### config.mk
export PLATFORM = sky130hd
export DESIGN_NAME = dmem_mmio
export DESIGN_NICKNAME = d
export VERILOG_FILES = /design/src/rtl/dmem_pkg.sv /design/src/rtl/mmio_timer.sv /design/src/rtl/dmem_mmio.sv
export SDC_FILE = /design/constraint.sdc
export NUM_CORES = 2
export LEC_CHECK = 0
export CAP_MARGIN = 20
export CORE_MARGIN = 8
export CORE_UTILIZATION = 50
export DETAILED_ROUTE_END_ITERATION = 12
export PLACE_DENSITY = 0.7
export RECOVER_POWER = 25
export SLEW_MARGIN = 15
export SYNTH_ARGS = -nofsm -noshare
export SYNTH_HDL_FRONTEND = slang
export SYNTH_SLANG_ARGS = --single-unit
### constraint.sdc
create_clock -name clk -period 9.08 [get_ports clk]
set_input_delay 2.724 -clock clk [delete_from_list [all_inputs] [get_ports clk]]
set_output_delay 2.724 -clock clk [all_outputs]
set_load 0.1 [all_outputs]
### src/rtl/dmem_pkg.sv
// Shared constants for the data-memory / MMIO responder.
package dmem_pkg;
  // Byte offsets inside the peripheral window
  localparam logic [4:0] OFF_TCOUNT = 5'h00;
  localparam logic [4:0] OFF_TCMP   = 5'h04;
  localparam logic [4:0] OFF_TCTRL  = 5'h08;
  localparam logic [4:0] OFF_GPIO   = 5'h0C;
  localparam logic [4:0] OFF_CYCLE  = 5'h10;
  localparam logic [4:0] OFF_STAT   = 5'h14;

  // TCTRL bit positions
  localparam int TEN_BIT   = 0;
  localparam int TAUTO_BIT = 1;
  localparam int TFLAG_BIT = 2;
  localparam int TIE_BIT   = 3;

  typedef enum logic [1:0] {REG_RAM, REG_MMIO, REG_NONE} region_e;
endpackage

### src/rtl/mmio_timer.sv
// 32-bit timer: count, compare, autoreload, sticky flag and interrupt.
module mmio_timer
  import dmem_pkg::*;
(
  input  logic        clk,
  input  logic        reset,
  input  logic        we_tcount_i,
  input  logic        we_tcmp_i,
  input  logic        we_tctrl_i,
  input  logic [31:0] wd_i,
  output logic [31:0] tcount_o,
  output logic [31:0] tcmp_o,
  output logic [31:0] tctrl_o,
  output logic        irq_o
);
  logic [31:0] tcount_q, tcount_d, tcmp_q;
  logic        ten_q, tauto_q, tie_q, tflag_q, tflag_d, hw_set;

  // Count priority: software load, then match (flag + reload/step), then plain step
  always_comb begin
    tcount_d = tcount_q;
    hw_set   = 1'b0;
    if (we_tcount_i) begin
      tcount_d = wd_i;
    end else if (ten_q && (tcount_q == tcmp_q)) begin
      hw_set   = 1'b1;
      tcount_d = tauto_q ? 32'd0 : tcount_q + 32'd1;
    end else if (ten_q) begin
      tcount_d = tcount_q + 32'd1;
    end
    // A hardware set beats a simultaneous write-1-clear
    tflag_d = hw_set | (tflag_q & ~(we_tctrl_i & wd_i[TFLAG_BIT]));
  end

  // Timer register state
  always_ff @(posedge clk) begin
    if (reset) begin
      tcount_q <= '0;
      tcmp_q   <= '0;
      ten_q    <= 1'b0;
      tauto_q  <= 1'b0;
      tie_q    <= 1'b0;
      tflag_q  <= 1'b0;
    end else begin
      tcount_q <= tcount_d;
      tflag_q  <= tflag_d;
      if (we_tcmp_i) tcmp_q <= wd_i;
      if (we_tctrl_i) begin
        ten_q   <= wd_i[TEN_BIT];
        tauto_q <= wd_i[TAUTO_BIT];
        tie_q   <= wd_i[TIE_BIT];
      end
    end
  end

  assign tcount_o = tcount_q;
  assign tcmp_o   = tcmp_q;
  assign tctrl_o  = {28'd0, tie_q, tflag_q, tauto_q, ten_q};
  assign irq_o    = tflag_q & tie_q;
endmodule

### src/rtl/dmem_mmio.sv
// Data-memory responder: word RAM plus timer/cycle/GPIO peripheral window.
// Optional build macro DMEM_ALIGN_CHECK_EN adds a sticky misalign flag
// (port misalign, readable at window offset 0x14 bit0).
module dmem_mmio
  import dmem_pkg::*;
#(
  parameter int          RAM_WORDS = 64,
  parameter logic [31:0] MMIO_BASE = 32'hFFFF_0000,
  parameter int          GPIO_W    = 8
) (
  input  logic              clk,
  input  logic              reset,
  input  logic              memwrite,
  input  logic [31:0]       a,
  input  logic [31:0]       wd,
  output logic [31:0]       rd,
  output logic [GPIO_W-1:0] gpio_out,
`ifdef DMEM_ALIGN_CHECK_EN
  output logic              misalign,
`endif
  output logic              irq
);
  localparam int AW = $clog2(RAM_WORDS);

  logic [31:0]       ram [RAM_WORDS];
  logic [31:0]       cycle_q;
  logic [GPIO_W-1:0] gpio_q;
  logic [31:0]       tcount, tcmp, tctrl, stat;
  logic [4:0]        off;
  region_e           region;
  logic              mmio_we;

  // Address decode; low two bits never select data
  always_comb begin
    if (a < 32'(RAM_WORDS * 4))            region = REG_RAM;
    else if (a[31:5] == MMIO_BASE[31:5])   region = REG_MMIO;
    else                                   region = REG_NONE;
  end
  assign off     = {a[4:2], 2'b00};
  assign mmio_we = memwrite && (region == REG_MMIO);

`ifdef DMEM_ALIGN_CHECK_EN
  logic misalign_q;
  // Sticky until reset: any mapped access with a non-word-aligned address
  always_ff @(posedge clk) begin
    if (reset) misalign_q <= 1'b0;
    else if (region != REG_NONE && a[1:0] != 2'b00) misalign_q <= 1'b1;
  end
  assign misalign = misalign_q;
  assign stat     = {31'd0, misalign_q};
`else
  assign stat = '0;
`endif

  // Combinational read mux; stores show up only after the edge
  always_comb begin
    rd = '0;
    if (region == REG_RAM) begin
      rd = ram[a[AW+1:2]];
    end else if (region == REG_MMIO) begin
      case (off)
        OFF_TCOUNT: rd = tcount;
        OFF_TCMP:   rd = tcmp;
        OFF_TCTRL:  rd = tctrl;
        OFF_GPIO:   rd = 32'(gpio_q);
        OFF_CYCLE:  rd = cycle_q;
        OFF_STAT:   rd = stat;
        default:    rd = '0;
      endcase
    end
  end

  // RAM contents survive reset
  always_ff @(posedge clk) begin
    if (memwrite && region == REG_RAM) ram[a[AW+1:2]] <= wd;
  end

  // Free-running cycle counter and GPIO register
  always_ff @(posedge clk) begin
    if (reset) begin
      cycle_q <= '0;
      gpio_q  <= '0;
    end else begin
      cycle_q <= cycle_q + 32'd1;
      if (mmio_we && off == OFF_GPIO) gpio_q <= wd[GPIO_W-1:0];
    end
  end

  mmio_timer u_timer (
    .clk         (clk),
    .reset       (reset),
    .we_tcount_i (mmio_we && off == OFF_TCOUNT),
    .we_tcmp_i   (mmio_we && off == OFF_TCMP),
    .we_tctrl_i  (mmio_we && off == OFF_TCTRL),
    .wd_i        (wd),
    .tcount_o    (tcount),
    .tcmp_o      (tcmp),
    .tctrl_o     (tctrl),
    .irq_o       (irq)
  );

  assign gpio_out = gpio_q;
endmodule

==> out/summary.json <==
{
  "synth_top_area_share_pct": 72.44,
  "grt_setup_unrepaired": "false",
  "synthesis.area_per_instance_um2": 17.05,
  "drt_first_pass_iters": 8,
  "ys_async_sr_fraction_pct": 0,
  "synth.yosys.seq_area_share_pct": 74.98,
  "post_synth_num_cell_types": 79,
  "setup_viol_count_final": 4,
  "io_buffers": 105,
  "wire_length_of_the_first_global_routing_pass_mm": 390.8,
  "tightestPinTransition_ns": 4.234,
  "finalMaxSlewViolations": 1707,
  "dp.final_hpwl_mm": 171.2,
  "final_antenna_net_count": 0,
  "die_height_um": 428.1,
  "power_density_nw_per_um2": 212.9,
  "cts_setup_buffers": 0,
  "maxCapViolCount": 25,
  "max_clock_freq_ghz": 0.1094,
  "cts.path.max_buffers": 3,
  "numPlacedInstances": 7381,
  "total_routed_length_mm": 284.1,
  "final_clock_period_utilization_by_the_worst_path_pct": 100.7,
  "grt_overflow": 0,
  "fp.dieArea_um2": 183200,
  "total_grt_usage_pct": 29.87,
  "cts_made_buffers": 208,
  "synth-edff-count": 2048,
  "worst-path-max-fanout": 51,
  "gp_congestion": 0.9541,
  "slew_headroom_pct": -182.2,
  "instances_no_fill": 7767,
  "detailedPlace.worstSlack_ns": 0.04814,
  "area_delta_synth_final_pct": 15.49,
  "hold_class": "flip-flop to flip-flop",
  "most_used_dff_post_synth": "edfxtp_1",
  "mappedNetlistNets": 5048,
  "reg2reg_slack_ns": 5.64,
  "h_tree_depth_reported_by_cts": 4,
  "postSynthCellCount": 4979,
  "clock_latency_ns": 0.88,
  "postCtsHoldBufs": 0,
  "placeableCoreArea_um2": 169100,
  "effective_utilization_at_floorplan_pct": 50.21,
  "final_nets": 5442,
  "ys_top_cells_by_area": "edfxtp_1 72%, mux2i_1 4.4%, mux4_2 3.4%, dfxtp_1 2.5%, a221oi_1 1.7%",
  "vdd.ir_drop.worst_mv": 0.1569,
  "via_count_of_the_routed_design": 53070,
  "violations": "max-capacitance violations, max-slew violations, negative setup slack",
  "finalWorstPathRequiredPeriod_ns": 9.143,
  "cts_tree": "done",
  "timing.final.ws_setup_ns": -0.06255,
  "p_leak_nw": 31.64,
  "num_rows": 151,
  "antenna_violations_before_repair": 22,
  "cts_root_buf": "clkbuf_16",
  "critPathLaunchType": "input pin",
  "drt_drc_violations_left": 0,
  "post_drt_wl_per_cell_um": 36.57,
  "drive_above_1_share_pct": 19.82,
  "status": "finished with violations",
  "finalClockSkew_ns": 0.02334,
  "number_of_ports_placed_on_the_die_boundary": 108,
  "cts.sink_count": 2156,
  "first_global_vias": 50050,
  "yosys_warnings": 0,
  "count_of_state_elements_after_synthesis": 2156,
  "finalPower_mw": 20.88,
  "syn-cell-area_um2": 84900,
  "register_clock_pin_slew_on_the_reported_worst_setup_and_hold_paths_ns": 0.06,
  "drt_first_iter_violations": 9683,
  "timing.final.hold_violations": 0,
  "die_width_um": 428.1,
  "critical_path_required_ns": 6.36,
  "via_per_inst": 6.833,
  "setup.worst_path.end_class": "output pin",
  "grt_max_degree": 86,
  "synth_top_cell_by_area": "edfxtp_1",
  "timing.setup.critical_path_class": "input pin to output pin",
  "cp_data_arrival_time_ns": 6.42
}
## through the flow
stage	hold WS, ns	utilization [%]	TNS, ns	area, um^2
2_1_floorplan	0.4396	-	0	84900
3_3_place_gp	0.4556	53.99	0	91290
3_5_place_dp	0.4650	54.00	0	91300
4_1_cts	0.4808	58.02	0	98110
5_1_grt	0.5001	57.98	0	98040
6_report	0.4805	57.99	-0.1725	98060
## cells in the mapped netlist (33+ instances only)
cell / number
edfxtp_1: 2048
mux2i_1: 375
nor2_1: 286
a21oi_1: 200
a22oi_1: 175
nand2_1: 173
a221oi_1: 164
o22ai_1: 141
o21ai_0: 140
mux4_2: 128
clkbuf_1: 115
buf_2: 113
mux2_2: 109
dfxtp_1: 108
nand3_1: 99
xnor2_1: 56
buf_4: 51
a22o_1: 33
nand4_1: 33
## worst max-delay path, cell delays in order
cell and delay (ns):
buf_8 0.39, nand2b_1 0.27, nor2_1 1.02, buf_4 0.29
a22oi_1 0.09, a21o_1 0.35, nand3_1 0.24, nor4_1 0.08
buf_4 0.21, o22ai_1 0.39, buf_12 0.23
## routing by layer
layer	wire length (um)	global-route usage [%]	share of wire, %
met5	104	0	0.037
met2	124100	44.45	44
met1	97130	39.04	34
met4	20870	17.70	7.3
met3	41890	8.880	15
## what timing repair did
| item | in CTS | in global routing |
|---|---|---|
| resized for setup | 0 | 3 |
| endpoints found under the hold margin | 0 | 0 |
| setup endpoints to repair | 0 | 3 |
## power breakdown
group          internal, mW  total, mW  switching (mW)
Clock                  4.87       8.69            3.82
Combinational         0.376       1.29           0.911
Sequential             10.9       10.9         0.00156
Total                  16.1       20.9            4.73
## logic make-up (layout without fill, tap and decap cells)
| kind of cell | count (synthesis) | in the layout | synth area share [%] |
|---|---|---|---|
| AND/OR/NAND/NOR | 726 | 726 | 3.944 |
| adder cells (fa/ha/maj) | 2 | 2 | 0.02947 |
| multiplexers | 615 | 615 | 9.315 |
| flip-flops | 2156 | 2156 | 74.98 |
| XOR/XNOR | 87 | 87 | 0.8975 |
| AO/OA/AOI/OAI | 1046 | 1046 | 8.636 |
| buffers and inverters | 347 | 908 | 2.194 |
| other | 0 | 9 | 0 |
## final cells by class
cell class / instances / area (um^2)
antenna: 9 / 22.52
clock buffer: 270 / 5458
clock inverter: 107 / 1353
fill: 12400 / 71040
inverter: 13 / 53.80
multi-input combinational: 2476 / 20010
sequential: 2156 / 63660
tap: 2218 / 2775
timing repair buffer: 518 / 4718
## cell usage in the layout, fill, tap and decap left out, types with 128 or more instances in the layout
master / Yosys / final
o21ai_0: 140 / 140
mux2i_1: 375 / 375
a21oi_1: 200 / 200
nor2_1: 286 / 218
buf_4: 51 / 348
a221oi_1: 164 / 164
edfxtp_1: 2048 / 2048
clkbuf_16: 0 / 208
mux4_2: 128 / 128
o22ai_1: 141 / 141
nand2_1: 173 / 173
a22oi_1: 175 / 174
## registers in the layout, indices dropped and copies added (netlist names)
signal,flops
u_timer.tauto_q,1
u_timer.tie_q,1
u_timer.tflag_q,1
gpio_out,8
u_timer.ten_q,1
ram,2048
cycle_q,32
u_timer.tcmp_o,32
u_timer.tcount_o,32
## worst paths after layout
check,from,to,cells past startpoint
setup reg to reg,u_timer.ten_q,u_timer.tcount_o[26],6
hold reg to reg,u_timer.tcmp_o[6],u_timer.tcmp_o[6],2
setup / recovery,a[3],rd[21],11
hold / removal,u_timer.tcmp_o[6],u_timer.tcmp_o[6],2
No activity file was read; power rests on OpenSTA's default activity.
